[src/rtl/parallel2serial_pkg.sv]
// Shared definitions for the parallel2serial / serial2parallel link: frame
// length and the FSM state encoding both ends agree on.
package parallel2serial_pkg;

  localparam int P2S_WIDTH = 4;

  typedef enum logic [1:0] {
    ST_IDLE  = 2'd0,
    ST_SHIFT = 2'd1,
    ST_GAP   = 2'd2
  } p2s_state_e;

endpackage

[src/rtl/parallel2serial.sv]
// Parallel-to-serial transmitter: sends a WIDTH-bit word LSB first with a
// shift strobe (sl), followed by one gap cycle that pulses done.
module parallel2serial
  import parallel2serial_pkg::*;
#(
  parameter int WIDTH = P2S_WIDTH
) (
  input  logic             clk,
  input  logic             rst_,
  input  logic [WIDTH-1:0] din,
  input  logic             load,
  output logic             ready,
  output logic             q,
  output logic             sl,
  output logic             busy,
  output logic             done
);

  localparam int CW = $clog2(WIDTH);
  localparam logic [CW-1:0] CNT_LAST = CW'(WIDTH - 1);

  p2s_state_e       state, state_nxt;
  logic [WIDTH-1:0] sreg, sreg_nxt;
  logic [CW-1:0]    cnt, cnt_nxt;
  logic             q_nxt, sl_nxt, busy_nxt, done_nxt, ready_nxt;
  logic             accept;

  // ready is a registered copy of "not shifting", so accept never depends
  // combinationally on anything but load.
  assign accept = load && ready;

  always_comb begin
    // NOTE: every signal gets a default first, so no path through the case
    // leaves a value unassigned and no latch is inferred.
    state_nxt = state;
    sreg_nxt  = sreg;
    cnt_nxt   = cnt;
    q_nxt     = 1'b0;
    sl_nxt    = 1'b0;
    busy_nxt  = 1'b0;
    done_nxt  = 1'b0;
    ready_nxt = 1'b1;
    case (state)
      ST_IDLE, ST_GAP: begin
        if (accept) begin
          state_nxt = ST_SHIFT;
          sreg_nxt  = din;
          cnt_nxt   = '0;
          q_nxt     = din[0];
          sl_nxt    = 1'b1;
          busy_nxt  = 1'b1;
          ready_nxt = 1'b0;
        end else begin
          state_nxt = ST_IDLE;
        end
      end
      ST_SHIFT: begin
        if (cnt == CNT_LAST) begin
          state_nxt = ST_GAP;
          done_nxt  = 1'b1;
        end else begin
          cnt_nxt   = cnt + 1'b1;
          sreg_nxt  = sreg >> 1;
          q_nxt     = sreg[1];
          sl_nxt    = 1'b1;
          busy_nxt  = 1'b1;
          ready_nxt = 1'b0;
        end
      end
      default: state_nxt = ST_IDLE;
    endcase
  end

  always_ff @(posedge clk) begin
    // NOTE: state registers use non-blocking assignments so every flop
    // samples the pre-edge values, independent of statement order.
    if (rst_) begin
      state <= ST_IDLE;
      sreg  <= '0;
      cnt   <= '0;
      q     <= 1'b0;
      sl    <= 1'b0;
      busy  <= 1'b0;
      done  <= 1'b0;
      ready <= 1'b1;
    end else begin
      state <= state_nxt;
      sreg  <= sreg_nxt;
      cnt   <= cnt_nxt;
      q     <= q_nxt;
      sl    <= sl_nxt;
      busy  <= busy_nxt;
      done  <= done_nxt;
      ready <= ready_nxt;
    end
  end

endmodule

[config.mk]
export PLATFORM = sky130hd
export DESIGN_NAME = parallel2serial
export DESIGN_NICKNAME = d
export VERILOG_FILES = /design/src/rtl/parallel2serial_pkg.sv /design/src/rtl/parallel2serial.sv
export SDC_FILE = /design/constraint.sdc
export NUM_CORES = 1
export LEC_CHECK = 0
export CORE_AREA = 2 2 39 41
export CTS_CLUSTER_SIZE = 24
export DETAILED_ROUTE_END_ITERATION = 10
export DIE_AREA = 0 0 41 43
export PLACE_DENSITY_LB_ADDON = 0.05
export SKIP_LAST_GASP = 1
export SYNTH_ARGS = -nofsm -noshare
export SYNTH_HDL_FRONTEND = slang
export SYNTH_SLANG_ARGS = --single-unit
[constraint.sdc]
create_clock -name clk -period 3.1 [get_ports clk]
set_input_delay 0.62 -clock clk [delete_from_list [all_inputs] [get_ports clk]]
set_output_delay 0.62 -clock clk [all_outputs]
set_load 0.01 [all_outputs]
Yosys cells after proc, flatten, opt, wreduce, memory -nomap -nowiden --
Index checks and enable logic that the tools add are counted. Widths: inputs -> output; s select.
Storage, ports and cells: memories kept 0, flip-flop bits (word level) 12, memory bits (read-only) 0, input bits 7, memory bits (writable) 0, output and inout bits 5, logic and storage cells 39, bits in latches 0
Cells by class: $mul 0, add/subtract/negate cells 1, equality and inequality tests 6, bitwise operators 1, reduce and logical (&&, ||, !) cells 6, $lt $le $gt $ge 0, div/mod/pow operators 0, shifts and indexed selects 0, multiplexer cells 18
Operators with widths (count):
- $mux 4 | 2
- $pmux 2 s2 | 2
- $pmux 4 s2 | 1
- $mux 1 | 7
- $mux 2 | 3
- $ne 2x2->1 const B | 3
- $pmux 1 s2 | 3
- $eq 2x2->1 const B | 2
- $reduce_or 2->1 | 2
- $reduce_and 3->1 | 1
- $add 2x1->2 const B | 1
- $eq 2x1->1 const B | 1
- $logic_not 2->1 | 1
- $reduce_bool 2->1 | 1
- $logic_and 1x1->1 | 1
- $not 1->1 | 1

Longest topological paths before layout --
word-level depth 4, mapped depth 5, gate-level depth less buffers 4

Worst setup path before layout --
Ideal clock, no wire load.
path kind register to register, start register cnt[0], end register sreg[1], buffers on the path 1, stages on the path, launching flop included 6, arrival time 1.162 ns, path slack 1.806 ns, setup time 0.132 ns, required time 2.968 ns, clock period less this slack 1.294 ns, path through dfxtp_1 -> ha_1 -> or3b_1 -> buf_6 -> o22ai_2 -> nor3_1
On the way: cells in the longest elaborated chain, start to end 3
RTL lines:
- start, declared | RTL line parallel2serial.sv:24 | logic [CW-1:0] cnt, cnt_nxt;
- start signal, assigned | RTL line parallel2serial.sv:89 | cnt <= cnt_nxt;
- $eq 2x2->1 | RTL line parallel2serial.sv:58 | if (cnt == CNT_LAST) begin
- $ne 2x2->1 (no line)
- $reduce_and 3->1 (no line)
- end signal, assigned | RTL line parallel2serial.sv:88 | sreg <= sreg_nxt;
- end, declared | RTL line parallel2serial.sv:23 | logic [WIDTH-1:0] sreg, sreg_nxt;
No other way between the ends. A chain may end at the register's enable or synchronous reset.

Final worst setup path --
start register ready, end output port ready
RTL lines:
- start, declared | RTL line parallel2serial.sv:12 | output logic ready,
- start signal, assigned | RTL line parallel2serial.sv:94 | ready <= ready_nxt;
No word-level cell between the ends.

==> flow_summary.json <==
{
  "hpwl_um": 638,
  "period_needed_ns": 1.77,
  "hold_path_depth": 2,
  "n_antenna_cell": 0,
  "finalSetupViolCount": 0,
  "clockBufferDepth": 2,
  "rsz0062_at_grt": "no",
  "slowest_stage": "clkdlybuf4s50_1",
  "path_delay_family": "buffers and inverters",
  "maxSlewViolCount": 0,
  "synth_cell_types": 19,
  "drt_iter0_markers": 4,
  "r2r_slack_ns": 1.68,
  "die_y_um": 43,
  "clkSinkCount": 11,
  "layout.cells.most_common_list": "11 x dfxtp_1, 11 x clkdlybuf4s50_1, 5 x a21oi_1, 4 x nor3_1",
  "clk-insertion-delay-late_ns": 0.27,
  "p_per_area_nw_per_um2": 533,
  "gp_congestion": 0.693,
  "drc": 0,
  "routed_via_density": 5.04,
  "fp.dieW_um": 41,
  "drtPass1Iterations": 2,
  "cts-htree-levels": 1,
  "critPathMaxFanout": 3,
  "tns_ns": 0,
  "worstSetupPathType": "reg2out",
  "hold_class": "reg2reg",
  "worst-slew-pin-transition_ns": 0.388,
  "initial_core_util": 0.329,
  "r2r_start": "cnt[0]",
  "rows": 14,
  "die_area_um2": 1760,
  "syn_area_um2": 455,
  "leakagePower_nw": 0.226,
  "final_cells": 71,
  "max-cap-violations": 0,
  "required_ns": 2.48,
  "relSlewSlack": 0.740,
  "cts_buffers": 3,
  "power_w": 0.000315,
  "grt_max_degree": 12,
  "whs_ns": 0.495,
  "synth_nets": 52,
  "cp_cell_sequence": "clkdlybuf4s50_1",
  "dpl.cell_count": 67,
  "cts_resized": 0,
  "critical_path_arrival_ns": 1.15,
  "num_vias": 358,
  "fmax_mhz": 564,
  "ios": 12,
  "yosys_warnings": 0,
  "path_buf_inv": 1,
  "area_growth_pct": 29.7,
  "slowest_delay_ns": 0.54,
  "yosysSeqAreaShare": 0.484,
  "drive_above_1_share": 0.127,
  "ys_ff_latch": 11,
  "worstHoldEndpoint": "cnt[1]",
  "track_usage": 0.135,
  "syn_inst": 43,
  "cts_setup_buffers": 0,
  "cts_tree": "built",
  "gr-total-overflow": 0,
  "finalHoldViolCount": 0,
  "wl_um": 875,
  "status": "completed",
  "cp-end-kind": "output pin",
  "post-route-period-util": 0.571,
  "antenna_found_initial": 0,
  "hold_buffers": 0,
  "place_area_um2": 563,
  "ir_worst_vdd_mv": 0.249,
  "start_kind": "flip-flop",
  "reg2regPathDepth": 4,
  "stdcell_area_um2": 591,
  "grt_pass1_vias": 342,
  "min-delay-start": "cnt[1]",
  "io_buffer_count": 11,
  "cts-root-buf": "clkbuf_4",
  "ant_nets": 0,
  "avgSynthCellArea_um2": 10.6,
  "r2r_end": "sreg[3]",
  "skew_ns": 0.00299,
  "coreArea_um2": 1380,
  "nets": 65,
  "avgRoutedWirePerCell_um": 12.3,
  "clkTransAtPathRegs_ns": 0.07,
  "grt_pass1_wl_um": 1500
}
==> worst max-delay path by stage <==
stage,start,endpoint,slack (ns),cells after the start
finish,ready,ready,1.33,1
global route,busy,busy,1.27,1
CTS,ready,ready,1.32,1
detailed placement,load,sreg[1],1.28,4
global placement,load,sreg[2],1.33,4
floorplan,cnt[0],sreg[1],1.81,5
==> logic make-up after synthesis <==
group | after synthesis | share of synthesized area
AOI/OAI and AO/OA | 10 | 0.159
buffers and inverters | 3 | 0.0494
adders and majority gates | 2 | 0.0549
DFF | 11 | 0.484
and+or+nand+nor | 17 | 0.253
==> registers in the layout, summed over array words and instances (netlist names) <==
signal	cells
sreg	3
state	2
cnt	2
busy	1
done	1
ready	1
q	1
==> final cells by class <==
type	instances	area [um^2]
Clock buffer	3	22.5
Clock inverter	1	5.00
Fill cell	147	793
Multi-Input combinational cell	29	213
Sequential cell	11	220
Tap cell	16	20.0
Timing Repair Buffer	11	110
==> power breakdown <==
part / switching [W] / leakage (nW) / internal [W]
registers: 0.00000779 / 0.0903 / 0.000152
logic: 0.0000244 / 0.118 / 0.0000308
clock network: 0.0000515 / 0.0177 / 0.0000478
==> synth_stat cells <==
cell | number | area share
a211oi_1 | 1 | 0.016
a21o_1 | 1 | 0.016
a21oi_1 | 5 | 0.055
a22oi_1 | 1 | 0.016
and3b_1 | 1 | 0.019
buf_4 | 1 | 0.016
buf_6 | 1 | 0.025
clkbuf_1 | 1 | 0.0082
dfxtp_1 | 11 | 0.48
ha_1 | 2 | 0.055
nand2_1 | 2 | 0.016
nand2b_1 | 1 | 0.014
nand3_1 | 3 | 0.033
nand3b_1 | 1 | 0.016
nor3_1 | 4 | 0.044
nor3b_2 | 1 | 0.027
nor4bb_1 | 2 | 0.044
o22ai_2 | 2 | 0.055
or3b_1 | 2 | 0.038
==> layer usage <==
layer	GRT usage	wire, um	part of all wire
met5	0	0	0
met4	0.0800	0	0
met3	0.0785	39	0.045
met2	0.194	473	0.54
met1	0.148	361	0.41
==> metrics by stage <==
stage / util / worst slack (ns)
after global placement: 0.407 / 1.33
after floorplan: - / 1.81
final: 0.427 / 1.33
after detailed placement: 0.407 / 1.28
after CTS: 0.427 / 1.32
after global routing: 0.427 / 1.27
No activity file was read; power rests on OpenSTA's default activity.
